--- src/rtl/spi_pkg.sv ---
// Shared constants for the SPI burst sequencer: byte width, FSM state encoding and
// bit positions inside err_flags.
package spi_pkg;

  localparam int SPI_BYTE_W = 8;

  localparam logic [2:0] ST_IDLE  = 3'd0;
  localparam logic [2:0] ST_LOAD  = 3'd1;
  localparam logic [2:0] ST_ISSUE = 3'd2;
  localparam logic [2:0] ST_WAIT  = 3'd3;
  localparam logic [2:0] ST_STORE = 3'd4;
  localparam logic [2:0] ST_FIN   = 3'd5;

  localparam int ERR_RX_UDF = 0;
  localparam int ERR_TX_OVF = 1;
  localparam int ERR_RX_OVF = 2;

endpackage

--- src/rtl/spi_sync_fifo.sv ---
// Synchronous show-ahead FIFO: head visible combinationally, a push is visible one cycle later.
// No backpressure: a push on full (without a same-cycle pop) or a pop on empty is dropped.
module spi_sync_fifo #(
  parameter int WIDTH = 8,
  parameter int DEPTH = 16
) (
  input  logic                   clk,
  input  logic                   reset_n,
  input  logic                   wr_en_i,
  input  logic [WIDTH-1:0]       wr_data_i,
  input  logic                   rd_en_i,
  output logic [WIDTH-1:0]       rd_data_o,
  output logic                   full_o,
  output logic                   empty_o,
  output logic [$clog2(DEPTH):0] level_o
);

  localparam int AW = $clog2(DEPTH);
  localparam int LW = AW + 1;

  logic [WIDTH-1:0] mem_q [DEPTH];
  logic [AW-1:0]    wr_ptr_q;
  logic [AW-1:0]    rd_ptr_q;
  logic [LW-1:0]    level_q;
  logic             do_push;
  logic             do_pop;

  assign empty_o = (level_q == '0);
  // DEPTH is a power of two, so the level MSB is set only when completely full.
  assign full_o  = level_q[AW];
  assign do_pop  = rd_en_i & ~empty_o;
  assign do_push = wr_en_i & (~full_o | do_pop);

  assign rd_data_o = empty_o ? '0 : mem_q[rd_ptr_q];
  assign level_o   = level_q;

  always_ff @(posedge clk or negedge reset_n) begin
    if (!reset_n) begin
      wr_ptr_q <= '0;
      rd_ptr_q <= '0;
      level_q  <= '0;
    end else begin
      if (do_push) begin
        wr_ptr_q <= wr_ptr_q + AW'(1);
      end
      if (do_pop) begin
        rd_ptr_q <= rd_ptr_q + AW'(1);
      end
      level_q <= level_q + LW'(do_push) - LW'(do_pop);
    end
  end

  always_ff @(posedge clk) begin
    if (do_push) begin
      mem_q[wr_ptr_q] <= wr_data_i;
    end
  end

endmodule

--- src/rtl/spi_burst_sequencer.sv ---
// Feeds spi_master one byte per transaction from a TX FIFO, storing replies in an RX FIFO.
// go->m_start 2 cycles, m_done->RX push 1 cycle; stalls in LOAD while TX is empty or master busy.
module spi_burst_sequencer
  import spi_pkg::*;
#(
  parameter int FIFO_DEPTH = 16
) (
  input  logic                        clk,
  input  logic                        reset_n,
  input  logic                        tx_wr_en,
  input  logic [SPI_BYTE_W-1:0]       tx_wr_data,
  output logic                        tx_full,
  output logic [$clog2(FIFO_DEPTH):0] tx_level,
  input  logic                        rx_rd_en,
  output logic [SPI_BYTE_W-1:0]       rx_rd_data,
  output logic                        rx_empty,
  output logic [$clog2(FIFO_DEPTH):0] rx_level,
  input  logic [7:0]                  burst_len,
  input  logic                        go,
  input  logic                        abort,
  output logic                        seq_busy,
  output logic                        burst_done,
  output logic [2:0]                  err_flags,
  input  logic                        err_clr,
  output logic                        m_start,
  output logic [SPI_BYTE_W-1:0]       m_tx_data,
  input  logic                        m_ready,
  input  logic                        m_done,
  input  logic [SPI_BYTE_W-1:0]       m_rx_data
);

  logic [2:0]            state_q, state_d;
  logic [7:0]            remaining_q, remaining_d;
  logic                  abort_pend_q, abort_pend_d;
  logic [SPI_BYTE_W-1:0] m_tx_data_q, m_tx_data_d;
  logic [SPI_BYTE_W-1:0] rx_cap_q, rx_cap_d;
  logic [2:0]            err_q, err_d;

  logic                  tx_empty;
  logic                  tx_pop;
  logic [SPI_BYTE_W-1:0] tx_head;
  logic                  rx_push;
  logic                  rx_full;

  spi_sync_fifo #(
    .WIDTH (SPI_BYTE_W),
    .DEPTH (FIFO_DEPTH)
  ) u_tx_fifo (
    .clk       (clk),
    .reset_n   (reset_n),
    .wr_en_i   (tx_wr_en),
    .wr_data_i (tx_wr_data),
    .rd_en_i   (tx_pop),
    .rd_data_o (tx_head),
    .full_o    (tx_full),
    .empty_o   (tx_empty),
    .level_o   (tx_level)
  );

  spi_sync_fifo #(
    .WIDTH (SPI_BYTE_W),
    .DEPTH (FIFO_DEPTH)
  ) u_rx_fifo (
    .clk       (clk),
    .reset_n   (reset_n),
    .wr_en_i   (rx_push),
    .wr_data_i (rx_cap_q),
    .rd_en_i   (rx_rd_en),
    .rd_data_o (rx_rd_data),
    .full_o    (rx_full),
    .empty_o   (rx_empty),
    .level_o   (rx_level)
  );

  assign m_start    = (state_q == ST_ISSUE);
  assign tx_pop     = m_start;
  assign rx_push    = (state_q == ST_STORE);
  assign burst_done = (state_q == ST_FIN);
  assign seq_busy   = (state_q != ST_IDLE);
  assign m_tx_data  = m_tx_data_q;
  assign err_flags  = err_q;

  always_comb begin
    state_d      = state_q;
    remaining_d  = remaining_q;
    abort_pend_d = abort_pend_q;
    m_tx_data_d  = m_tx_data_q;
    rx_cap_d     = rx_cap_q;
    case (state_q)
      ST_IDLE: begin
        if (go) begin
          if (burst_len != '0) begin
            remaining_d = burst_len;
            state_d     = ST_LOAD;
          end else begin
            state_d = ST_FIN;
          end
        end
      end
      ST_LOAD: begin
        if (abort) begin
          state_d = ST_FIN;
        end else if (!tx_empty && m_ready) begin
          // Latch the head on the way into ISSUE so it is already stable while m_start is high.
          m_tx_data_d = tx_head;
          state_d     = ST_ISSUE;
        end
      end
      ST_ISSUE: begin
        if (abort) begin
          abort_pend_d = 1'b1;
        end
        state_d = ST_WAIT;
      end
      ST_WAIT: begin
        if (abort) begin
          abort_pend_d = 1'b1;
        end
        if (m_done) begin
          rx_cap_d = m_rx_data;
          state_d  = ST_STORE;
        end
      end
      ST_STORE: begin
        remaining_d = remaining_q - 8'd1;
        if (remaining_q == 8'd1 || abort_pend_q || abort) begin
          state_d = ST_FIN;
        end else begin
          state_d = ST_LOAD;
        end
      end
      ST_FIN: begin
        abort_pend_d = 1'b0;
        state_d      = ST_IDLE;
      end
      default: begin
        state_d = ST_IDLE;
      end
    endcase
  end

  // A new error in the same cycle as err_clr must survive the clear.
  always_comb begin
    err_d = err_clr ? 3'b000 : err_q;
    if (tx_wr_en && tx_full && !tx_pop) begin
      err_d[ERR_TX_OVF] = 1'b1;
    end
    if (rx_push && rx_full && !(rx_rd_en && !rx_empty)) begin
      err_d[ERR_RX_OVF] = 1'b1;
    end
    if (rx_rd_en && rx_empty) begin
      err_d[ERR_RX_UDF] = 1'b1;
    end
  end

  always_ff @(posedge clk or negedge reset_n) begin
    if (!reset_n) begin
      state_q      <= ST_IDLE;
      remaining_q  <= '0;
      abort_pend_q <= 1'b0;
      m_tx_data_q  <= '0;
      rx_cap_q     <= '0;
      err_q        <= '0;
    end else begin
      state_q      <= state_d;
      remaining_q  <= remaining_d;
      abort_pend_q <= abort_pend_d;
      m_tx_data_q  <= m_tx_data_d;
      rx_cap_q     <= rx_cap_d;
      err_q        <= err_d;
    end
  end

endmodule

--- config.mk ---
export PLATFORM = sky130hd
export DESIGN_NAME = spi_burst_sequencer
export DESIGN_NICKNAME = d
export VERILOG_FILES = /design/src/rtl/spi_pkg.sv /design/src/rtl/spi_sync_fifo.sv /design/src/rtl/spi_burst_sequencer.sv
export SDC_FILE = /design/constraint.sdc
export NUM_CORES = 1
export LEC_CHECK = 0
export ABC_AREA = 0
export CAP_MARGIN = 20
export CORE_MARGIN = 2
export CORE_UTILIZATION = 55
export CTS_BUF_LIST = sky130_fd_sc_hd__clkbuf_8
export DETAILED_ROUTE_END_ITERATION = 8
export GPL_TIMING_DRIVEN = 0
export PLACE_DENSITY = 0.74
export REMOVE_ABC_BUFFERS = 1
export SLEW_MARGIN = 20
export SYNTH_ARGS = -nofsm -noshare
export SYNTH_HDL_FRONTEND = slang
export SYNTH_SLANG_ARGS = --single-unit
--- constraint.sdc ---
create_clock -name clk -period 2.9 [get_ports clk]
set_input_delay 0.58 -clock clk [delete_from_list [all_inputs] [get_ports clk]]
set_output_delay 0.58 -clock clk [all_outputs]
set_load 0.1 [all_outputs]
# Word level (Yosys, flattened, before mapping)
# Memory sizes are Yosys's and may differ from the RTL's. A register that Yosys moved wholly into a read port is not among the register bits.
# Cells that the tools add are included.
# totals
ff_bits	49
latch_bits	0
ramBits	256
mem_bits_ro	0
in_bits	33
out_inout_bits	34
memories	2
# op_classes
add_sub_neg	9
mul	0
div	0
magnitude_cmp	0
eq_ne	11
shifts	0
muxes	21
bitwise_logic	11
n_reduce_logical	30
# mem_list
memory	depth	word_bits	read_ports	rd_ports_with_merged_regs	wr	line_no	text
u_rx_fifo.mem_q	16	8	1	0	1	spi_sync_fifo.sv:21	logic [WIDTH-1:0] mem_q [DEPTH];
u_tx_fifo.mem_q	16	8	1	1	1	spi_sync_fifo.sv:21	
# op_table
cell	n
8-bit 2-to-1 mux	3
3-bit 2-to-1 mux	7
4-bit by 1-bit adder with 4-bit output, second input constant	4
8-bit one-hot mux with 2 select lines	1
3-bit one-hot mux with 5 select lines	1
5-bit by 1-bit adder with 5-bit output	2
5-bit logical NOT	2
2-bit nonzero test	5
5-bit by 1-bit subtractor with 5-bit output	2
3-bit AND reduction	3
8-bit by 1-bit == test with 1-bit output, second input constant	1
1-bit 2-to-1 mux	8
8-bit nonzero test	1
8-bit by 1-bit subtractor with 8-bit output, second input constant	1
1-bit logical AND	7
3-bit by 2-bit == test with 1-bit output, second input constant	2
3-bit == test, second input constant	2
2-bit inequality test, second input constant	3
1-bit logical NOT	5
1-bit NOT	5
1-bit bitwise AND	4
2-bit AND reduction	2
3-bit by 1-bit == test with 1-bit output, second input constant	1
3-bit logical NOT	1
other kinds (7)	9

# Longest topological paths before layout
# Gate-level depths: netlist (run 1).
# logic_depth
word_depth	7
mapped_depth	14

# By module
# From an unflattened synthesis (run 1), not the netlist that was laid out.
# hier_totals
hier_cells	762
area_unflattened_um2	13157.6
# modules_own_cells
mod	n_inst	cells_per_inst	area_per_inst_um2	seq_area_each_um2
spi_sync_fifo at u_tx_fifo	1	307	5809.3	4169.0
spi_sync_fifo at u_rx_fifo	1	314	5800.6	4169.0
spi_burst_sequencer	1	141	1547.7	775.7

# Worst setup path after synthesis (run 1)
# OpenSTA, ideal clock, no wires.
# synth_path
path_kind	reg-to-reg
startpoint	reg u_rx_fifo.level_q[3] (netlist: u_rx_fifo.level_o[3])
endpoint	reg u_rx_fifo.level_q[4] (netlist: u_rx_fifo.level_o[4])
setup_ps	125
arrival_time_ps	6404
required_ps	2775
path_slack_ps	-3630
path_stages_with_launch	13
period_less_slack_ps	6530
cell_sequence	dfrtp_1 inv_1 ha_1 nor4b_1 nor2_1 ha_1 inv_1 ha_1 fa_1 a21oi_1 nor2_1 nor2_1 xnor2_1
# synth_via
elab_chain_len	7
# synth_rtl
element	line_no	text
from (decl)	spi_sync_fifo.sv:24	logic [LW-1:0] level_q;
from (signal assigned)	spi_sync_fifo.sv:49	level_q <= level_q + LW'(do_push) - LW'(do_pop);
5-bit logical NOT *	spi_sync_fifo.sv:28	assign empty_o = (level_q == '0);
net rx_empty	spi_burst_sequencer.sv:16	output logic rx_empty,
1-bit NOT *	spi_sync_fifo.sv:31	assign do_pop = rd_en_i & ~empty_o;
1-bit bitwise AND *	spi_sync_fifo.sv:31	
net u_rx_fifo.do_pop	spi_sync_fifo.sv:26	logic do_pop;
1-bit OR	spi_sync_fifo.sv:32	assign do_push = wr_en_i & (~full_o | do_pop);
1-bit bitwise AND	spi_sync_fifo.sv:32	
5-bit by 1-bit adder with 5-bit output	spi_sync_fifo.sv:49	
5-bit by 1-bit subtractor with 5-bit output *	spi_sync_fifo.sv:49	
# Mark *: on every way through the listed nets, which the timed path passes. The rest lies on a longest branch.
# A chain may end at the register's enable or synchronous reset.

# Final worst setup path (run 1)
# layout_path
startpoint	reg u_rx_fifo.rd_ptr_q[0]
endpoint	out rx_rd_data[3]
# layout_via
elab_chain_len	2
# layout_rtl
element	line_no	text
from (decl)	spi_sync_fifo.sv:23	logic [AW-1:0] rd_ptr_q;
from (signal assigned)	spi_sync_fifo.sv:47	rd_ptr_q <= rd_ptr_q + AW'(1);
memory 16 x 8 bit	n/a	
8-bit 2-to-1 mux	spi_sync_fifo.sv:34	assign rd_data_o = empty_o ? '0 : mem_q[rd_ptr_q];
to (decl)	spi_burst_sequencer.sv:15	output logic [SPI_BYTE_W-1:0] rx_rd_data,
# Every way passes these cells.

==> results of run 1 <==
-- cell usage after synthesis (10+ instances only) --
library cell / n / area share, %
mux2i_1: 25 / 1.9
ha_1: 24 / 2.3
mux2_2: 11 / 0.96
nand2_1: 17 / 0.49
nor2b_1: 11 / 0.53
clkbuf_1: 10 / 0.29
o21ai_0: 11 / 0.43
edfxtp_1: 256 / 60
dfrtp_1: 57 / 11
nor3_1: 14 / 0.54
nor2_1: 36 / 1.0
a21oi_1: 17 / 0.66
xnor2_1: 14 / 0.95
buf_2: 16 / 0.62
inv_1: 30 / 0.87
mux4_2: 57 / 9.9
-- power by group --
group	internal (mW)	leakage (nW)	switching, mW
clock	1.73	0.499	1.65
combinational	2.76	1.80	3.95
sequential	5.70	3.01	1.23
-- logic make-up after synthesis --
group	Yosys count
DFF	313
and+or+nand+nor	110
muxes	100
AOI/OAI and AO/OA	80
buffers and inverters	68
adders and majority gates	26
xor gates and xnor gates	21
-- repair_timing --
action	CTS	global route
pin swaps	5	6
endpoints found under the hold margin	16	0
resized for setup	114	33
setup buffers	9	5
cloned	1	0
setup endpoints to repair	159	238
hold buffers	1	0
-- flip-flops by register name, indices dropped and copies added (netlist names), 4 cells and up --
register and count:
u_tx_fifo.rd_ptr_q 4, u_tx_fifo.wr_ptr_q 4, u_tx_fifo.mem_q 128, u_rx_fifo.rd_ptr_q 4
rx_cap_q 8, u_rx_fifo.level_o 5, u_rx_fifo.mem_q 128, m_tx_data 8
u_rx_fifo.wr_ptr_q 4, remaining_q 8, u_tx_fifo.level_o 5
-- cell type report --
| cell class | instances | area, um2 | share of cell area [%] |
|---|---|---|---|
| clock buffers | 51 | 702 | 4.61 |
| clock inverters | 38 | 196 | 1.29 |
| inverters | 30 | 113 | 0.739 |
| multi-input cells | 337 | 3760 | 24.7 |
| flip-flops and latches | 313 | 9130 | 60.0 |
| well taps | 319 | 399 | 2.62 |
| repair buffers | 81 | 925 | 6.07 |
-- worst reg2reg max path, stage by stage (launching register included) --
cell	delay, ns
dfrtp_2	0.51
or3b_1	0.56
a21boi_4	0.37
nand2_1	0.23
nor2_1	0.68
-- layer usage --
layer  global-route usage [%]  routed length [um]  vias up
li1                         -                   -     3028
met1                     26.8               10200     3483
met2                     38.5               13600      204
met3                     3.74                1150       47
met4                     6.67                 573        0
met5                        0                   0        -
-- worst paths after layout --
kind,start,to,slack (ns),depth (start not counted)
setup / recovery,u_rx_fifo.rd_ptr_q[0],rx_rd_data[3],-0.06,6
hold / removal,reset_n,u_tx_fifo.level_o[3],0.44,2
setup reg to reg,state_q[2],u_tx_fifo.mem_q[9][0],0.17,4
hold reg to reg,m_tx_data[6],m_tx_data[6],0.51,1
max in group asynchronous,reset_n,u_rx_fifo.wr_ptr_q[2],1.94,3
min in group clk,m_tx_data[6],m_tx_data[6],0.51,1
-- stage by stage --
step	power, mW	setup TNS, ns	instances	setup slack [ns]
global route	17.8	-0.605	1169	-0.128
floorplan	11.2	-58.79	680	-3.63
finish	17.0	-0.110	1169	-0.0629
CTS	16.9	-0.927	1166	-0.137
global placement	12.8	-76.63	1065	-1.65
detailed placement	13.0	-14.08	1066	-0.684
-- placed cells by master, fill, tap and decap left out, types with 4 or more instances in the layout --
cell             Yosys  routed
a211o_1              8       8
a21oi_1             17      17
a22o_1               8       8
buf_12               1      11
buf_6                2       8
clkbuf_8             0      51
clkdlybuf4s50_1      0      53
clkinv_1             0      18
clkinv_2             0       5
dfrtp_1             57      49
dfrtp_2              0       4
dfrtp_4              0       4
edfxtp_1           256     256
ha_1                24      24
inv_1               30      41
mux2_2              11      11
mux2i_1             25      14
mux2i_2              0       9
mux4_1               7       7
mux4_2              57      57
nand2_1             17      17
nand2b_1             5       4
nand3_1              4       4
nand4_1              6       6
nor2_1              36      18
nor2_2               0      12
nor2_4               0       6
nor2b_1             11      10
nor3_1              14       6
nor3_2               0       4
nor3_4               0       4
o21ai_0             11      11
o22ai_2              0       5
o2bb2ai_1            5       5
xnor2_1             14      14
xor2_1               7       7
==> impl_metrics.tcl, run 1 <==
set metrics [dict create \
    peakVddDrop_mv 1.14 \
    finClkSkew_ns 0.0435 \
    max_cap_viol_count 0 \
    setup_violations 4 \
    grtUsageTotal_pct 21.5 \
    drtAntennaViolNets 0 \
    worst_pin_slew_ns 1.02 \
    fill_cells 1596 \
    clkLatencyLatePin_ns 0.57 \
    syn_to_final_growth_pct 17.9 \
    post-route-util_pct 65.5 \
    die_y_um 157 \
    synth_xor_area_share_pct 1.42 \
    core_area_mm2 0.0233 \
    yosysUniqueCellTypes 57 \
    synthAdderAreaFrac_pct 2.63 \
    yosys.area_share.simple_pct 4.25 \
    h-tree-depth 2 \
    placement.io_buffers 66 \
    drive_gt1_share_pct 25.3 \
    root_buffer "clkbuf_8" \
    synth_compound_area_share_pct 4.41 \
    clk_pin_slew_ns 0.06 \
    io_pins 67 \
    placed_cell_area_mm2 0.0138 \
    antenna_found_initial 0 \
    synth_area_mm2 0.0129 \
    fin_crit_sh_pct 102 \
    finalCriticalPeriod_ns 2.96 \
    synth-edff-count 256 \
    muxShareOfSynthArea_pct 14.3 \
    path_buf_inv 3 \
    placementRows 56 \
    cpMaxStageDelayCell "dfrtp_4" \
    grt_pass1_vias 7196 \
    drtPass1Iterations 5 \
    wl_per_cell_um 21.9 \
    crit_type "reg -> out" \
    dr.first_iter.drc_count 519 \
    clock-sinks 313 \
    die_w_um 157 \
    synth_top_family_by_area "multiplexers" \
    yosysSeqAreaShare_pct 70.5 \
    status "complete, but fails checks" \
    hold_class "in -> async" \
    hold_viol 0 \
    nets 870 \
    grt_pass1_wl_um 39800 \
    vias 6762 \
    synth-async-reset-ratio_pct 18.2 \
    power_density_mw_per_mm2 1120 \
    p_leak_nw 5.31 \
    ys_warn_count 0 \
    cts_buffer_depth 3 \
    critPathTopFamily "multiplexers" \
    crit_fanout 6 \
    cts_made_buffers 48 \
    synthCells 718 \
    layout_setup_ws_ns -0.0629 \
    whs_ns 0.435 \
    place_congestion 0.850 \
    synth-seq-cells 313 \
    synth.avg_cell_area_um2 18.0 \
    wirelength_um 25600 \
    grt_overflow 0 \
    violations "setup timing" \
    crit_chain "buf_12 -> buf_12 -> mux4_2 -> mux2i_2 -> o22ai_2 -> buf_8" \
    diodes 0 \
    synth_flop_cell "edfxtp_1" \
    cp_slowest_stage_delay_ns 0.55 \
    crit_required_ns 2.32 \
    max-slew-margin-rel_pct 31.5 \
    viasPerCell 5.78 \
    fmax_mhz 338 \
    dieArea_mm2 0.0247 \
    final_area_mm2 0.0152 \
    start_util_pct 55.5 \
    worst_setup_path_start_kind "flop" \
    crit_top_cell "buf_12" \
    drv_slew 0 \
    end_kind "output port" \
    hpwlAfterDp_um 15800 \
    drc_errors 0 \
    cts_tree "yes" \
    grt_max_degree 42 \
    cp.arrival_ns 2.38 \
    rsz0062_at_grt "yes" \
]
No activity file was read; power rests on OpenSTA's default activity.
==> run 2, diff against run 1 <==
- CAP_MARGIN: 20 -> default
- CORE_UTILIZATION: 55 -> 61
- PLACE_DENSITY: 0.74 -> 0.81
==> impl_metrics.tcl, run 2 (synthesized netlist as in run 1, its figures left out) <==
set metrics [dict create \
    p_leak_nw 5.38 \
    cp.arrival_ns 2.37 \
    cpMaxStageDelayCell "dfrtp_4" \
    r2r_cells 4 \
    end_kind "output port" \
    violations "setup timing" \
    viasPerCell 6.02 \
    cp_slowest_stage_delay_ns 0.55 \
    hold_class "in -> async" \
    crit_chain "clkbuf_16 -> mux4_2 -> mux2i_2 -> o22ai_2 -> buf_8" \
    crit_path_start "u_rx_fifo.rd_ptr_q[0]" \
    drc_errors 0 \
    fmax_mhz 339 \
    cts_made_buffers 48 \
    wl_per_cell_um 23.2 \
    antenna_found_initial 0 \
    io_pins 67 \
    finalCriticalPeriod_ns 2.95 \
    diodes 0 \
    clkLatencyLatePin_ns 0.57 \
    finClkSkew_ns 0.0339 \
    placement.io_buffers 66 \
    rr_startpoint "state_q[2]" \
    final_cell_mix "256 x edfxtp_1, 57 x mux4_2, 54 x clkbuf_8" \
    drtPass1Iterations 8 \
    ff2ff_setup_slack_ns 0.12 \
    layout_setup_ws_ns -0.0533 \
    rsz0062_at_grt "yes" \
    stdcell_count 1126 \
    drv_slew 0 \
    peakVddDrop_mv 0.690 \
    crit_required_ns 2.32 \
    dr.first_iter.drc_count 435 \
    status "complete, but fails checks" \
    critPathTopFamily "multiplexers" \
    die_w_um 150 \
    worst_setup_path_start_kind "flop" \
    path_buf_inv 2 \
    grt_overflow 0 \
    h-tree-depth 2 \
    syn_to_final_growth_pct 17.9 \
    root_buffer "clkbuf_8" \
    drive_gt1_share_pct 25.6 \
    hold_viol 0 \
    crit_fanout 7 \
    reg_top3 "u_rx_fifo.mem_q (128), u_tx_fifo.mem_q (128)" \
    endpoint "rx_rd_data[5]" \
    nets 870 \
    placementRows 53 \
    hpwlAfterDp_um 16100 \
    drtAntennaViolNets 0 \
    pre_cts_ws_ns -0.809 \
    final_common_cell "edfxtp_1" \
    wirelength_um 26200 \
    grt_max_degree 44 \
    r2r_end "u_rx_fifo.mem_q[11][3]" \
    clock-sinks 313 \
    power_density_mw_per_mm2 1140 \
    max_cap_viol_count 0 \
    grtUsageTotal_pct 23.9 \
    fin_crit_sh_pct 102 \
    max-slew-margin-rel_pct 31.0 \
    die_y_um 150 \
    cts_buffer_depth 3 \
    crit_type "reg -> out" \
    setup_violations 7 \
    worst_pin_slew_ns 1.03 \
    cts_tree "yes" \
    start_util_pct 61.9 \
    grt_pass1_vias 7326 \
    vias 6775 \
    clk_pin_slew_ns 0.06 \
    dieArea_mm2 0.0224 \
    placed_cells 1025 \
    grt_pass1_wl_um 39700 \
    core_area_mm2 0.0209 \
    worst-path-stages 5 \
    fill_cells 1176 \
    place_congestion 0.825 \
]
[run 2: power breakdown]
part | internal (mW) | leakage (nW) | total [mW] | switching [mW]
registers | 5.70 | 3.01 | 6.86 | 1.16
clock network | 1.81 | 0.546 | 3.46 | 1.66
logic | 2.87 | 1.83 | 6.98 | 4.11
total | 10.4 | 5.38 | 17.3 | 6.93
[run 2: layout make-up]
cell class / instances / area (um2) / share of cell area [%]
clock inverters: 36 / 186 / 1.22
flip-flops and latches: 313 / 9130 / 59.9
repair buffers: 81 / 937 / 6.15
multi-input cells: 337 / 3780 / 24.8
inverters: 30 / 113 / 0.739
clock buffers: 54 / 743 / 4.88
well taps: 275 / 344 / 2.26
[run 2: per-layer routing]
metal	global-route usage, %	vias up	wire length (um)
li1	-	3032	-
met1	29.0	3469	9700
met2	43.1	243	14700
met3	4.51	31	1390
met4	8.38	0	424
met5	0	-	0
[run 2: how the worst min path moves through the flow]
stage                          startpoint  slack [ns]                    end
floorplan                         reset_n        0.28           abort_pend_q
global placement    u_rx_fifo.rd_ptr_q[3]        0.49  u_rx_fifo.rd_ptr_q[3]
detailed placement                reset_n        0.47   u_tx_fifo.level_o[2]
CTS                               reset_n        0.41   u_tx_fifo.level_o[2]
global route                      reset_n        0.44   u_tx_fifo.level_o[2]
finish                            reset_n        0.42   u_tx_fifo.level_o[2]
[run 2: through the flow]
step | power (mW) | hold slack [ns] | setup TNS, ns | instance area (um2) | util (%)
final | 17.3 | 0.417 | -0.200 | 15200 | 72.9
after global routing | 18.1 | 0.437 | -0.728 | 15200 | 72.9
after CTS | 17.0 | 0.406 | -0.306 | 15000 | 71.9
after detailed placement | 13.0 | 0.466 | -14.46 | 13800 | 66.2
after global placement | 12.7 | 0.487 | -76.35 | 13700 | 65.7
after floorplan | 11.2 | 0.284 | -58.79 | 12700 | -
[run 2: worst register-to-register path, cell delays in order, from the launching register on]
cell and delay [ns]:
dfrtp_2 0.53, or3b_2 0.68, a21oi_4 0.32, nand2_1 0.29
nor2_2 0.57
[run 2: timing repair]
action	in CTS	in global routing
pin swaps	2	7
hold buffers	1	0
cloned	1	1
resized for setup	100	46
setup buffers	7	2
endpoints found under the setup margin	153	193
endpoints found under the hold margin	14	0
==> run 3, diff against run 2 <==
- CTS_CLUSTER_SIZE: default -> 40
- GPL_ROUTABILITY_DRIVEN: default -> 0
- SLEW_MARGIN: 20 -> 10
==> impl_metrics.tcl, run 3 (synthesized netlist as in run 1, its figures left out) <==
set metrics [dict create \
    status "complete, but fails checks" \
    dieArea_mm2 0.0224 \
    final_common_cell "edfxtp_1" \
    rsz0062_at_grt "yes" \
    die_w_um 150 \
    rr_startpoint "u_rx_fifo.level_o[3]" \
    critPathTopFamily "multiplexers" \
    cts_made_buffers 47 \
    placement.io_buffers 66 \
    grt_pass1_vias 7086 \
    max-slew-margin-rel_pct 30.9 \
    antenna_found_initial 0 \
    clock-sinks 313 \
    grt_max_degree 58 \
    ff2ff_setup_slack_ns 0.07 \
    reg_top3 "u_rx_fifo.mem_q (128), u_tx_fifo.mem_q (128)" \
    drc_errors 0 \
    setup_violations 3 \
    r2r_cells 12 \
    drtPass1Iterations 5 \
    p_leak_nw 5.31 \
    grtUsageTotal_pct 23.6 \
    crit_chain "buf_12 -> buf_4 -> mux4_2 -> mux2i_1 -> o22ai_1 -> buf_6" \
    violations "setup timing" \
    io_pins 67 \
    core_area_mm2 0.0209 \
    wirelength_um 25900 \
    max_cap_viol_count 0 \
    h-tree-depth 2 \
    post-route-util_pct 71.8 \
    diodes 0 \
    cpMaxStageDelayCell "dfrtp_4" \
    wl_per_cell_um 23.2 \
    grt_pass1_wl_um 39300 \
    crit_required_ns 2.32 \
    drive_gt1_share_pct 24.5 \
    cp.arrival_ns 2.37 \
    root_buffer "clkbuf_8" \
    crit_path_start "u_rx_fifo.rd_ptr_q[0]" \
    fin_crit_sh_pct 102 \
    vias 6874 \
    start_util_pct 61.9 \
    cts_tree "yes" \
    clk_pin_slew_ns 0.07 \
    nets 866 \
    r2r_end "u_rx_fifo.level_o[4]" \
    stdcell_count 1119 \
    crit_fanout 13 \
    end_kind "output port" \
    placed_cells 1023 \
    cp_slowest_stage_delay_ns 0.50 \
    dr.first_iter.drc_count 408 \
    pre_cts_ws_ns -0.973 \
    layout_setup_ws_ns -0.0454 \
    cts_buffer_depth 3 \
    path_buf_inv 3 \
    die_y_um 150 \
    peakVddDrop_mv 0.725 \
    viasPerCell 6.14 \
    grt_overflow 0 \
    crit_type "reg -> out" \
    hold_viol 0 \
    finalCriticalPeriod_ns 2.95 \
    worst_setup_path_start_kind "flop" \
    syn_to_final_growth_pct 16.1 \
    hpwlAfterDp_um 16000 \
    hold_buffers 0 \
    final_cell_mix "256 x edfxtp_1, 57 x mux4_2, 53 x inv_1" \
    drtAntennaViolNets 0 \
    whs_ns 0.101 \
    power_density_mw_per_mm2 1110 \
    worst_pin_slew_ns 1.03 \
    hold_class "in -> async" \
    finClkSkew_ns 0.0252 \
    drv_slew 0 \
    placementRows 53 \
    clkLatencyLatePin_ns 0.56 \
    fmax_mhz 340 \
]
[run 3: cell count changes in the layout (fill, tap and decap cells not counted), moves of 4 or more]
cell      change
mux2i_4       -4
clkinv_1      -4
buf_12        -6
clkbuf_8      -4
[run 3: how the worst max path moves through the flow]
stage | endpoint | slack [ns] | cells after the start
4_1_cts | rx_rd_data[5] | -0.08 | 5
6_report | rx_rd_data[0] | -0.05 | 6
3_5_place_dp | rx_rd_data[4] | -0.97 | 4
3_3_place_gp | rx_rd_data[4] | -1.60 | 4
2_1_floorplan | u_rx_fifo.level_o[4] | -3.63 | 12
5_1_grt | rx_rd_data[0] | -0.09 | 6
[run 3: layer usage]
| layer | vias to the layer above | GRT usage [%] | part of all wire [%] |
|---|---|---|---|
| met5 | - | 0 | 0 |
| met4 | 0 | 6.95 | 2.0 |
| met3 | 47 | 4.45 | 5.2 |
| met2 | 258 | 41.9 | 55 |
| met1 | 3555 | 29.8 | 38 |
| li1 | 3014 | - | - |
[run 3: cell type report]
type                            instances  area [um2]
Clock buffer                           50         688
Clock inverter                         36         156
Fill cell                            1235        5890
Inverter                               30         113
Multi-Input combinational cell        337        3740
Sequential cell                       313        9130
Tap cell                              275         344
Timing Repair Buffer                   78         826
[run 3: stage by stage]
stage / area (um2) / TNS (ns) / power, mW
global placement: 13700 / -76.35 / 12.7
global route: 15000 / -0.845 / 17.4
detailed placement: 13800 / -16.96 / 13.1
floorplan: 12700 / -58.79 / 11.2
finish: 15000 / -0.0482 / 16.7
CTS: 14800 / -0.950 / 16.4
[run 3: power breakdown]
part | total (mW) | switching [mW] | internal [mW]
logic | 6.62 | 4.00 | 2.62
clock network | 3.23 | 1.62 | 1.61
registers | 6.86 | 1.17 | 5.70
total | 16.7 | 6.79 | 9.92
[run 3: repair_timing]
| action | CTS | global route |
|---|---|---|
| pin swaps | 0 | 2 |
| setup endpoints to repair | 154 | 238 |
| buffers inserted | 2 | 7 |
| gates cloned | 0 | 1 |
| resized for setup | 93 | 34 |
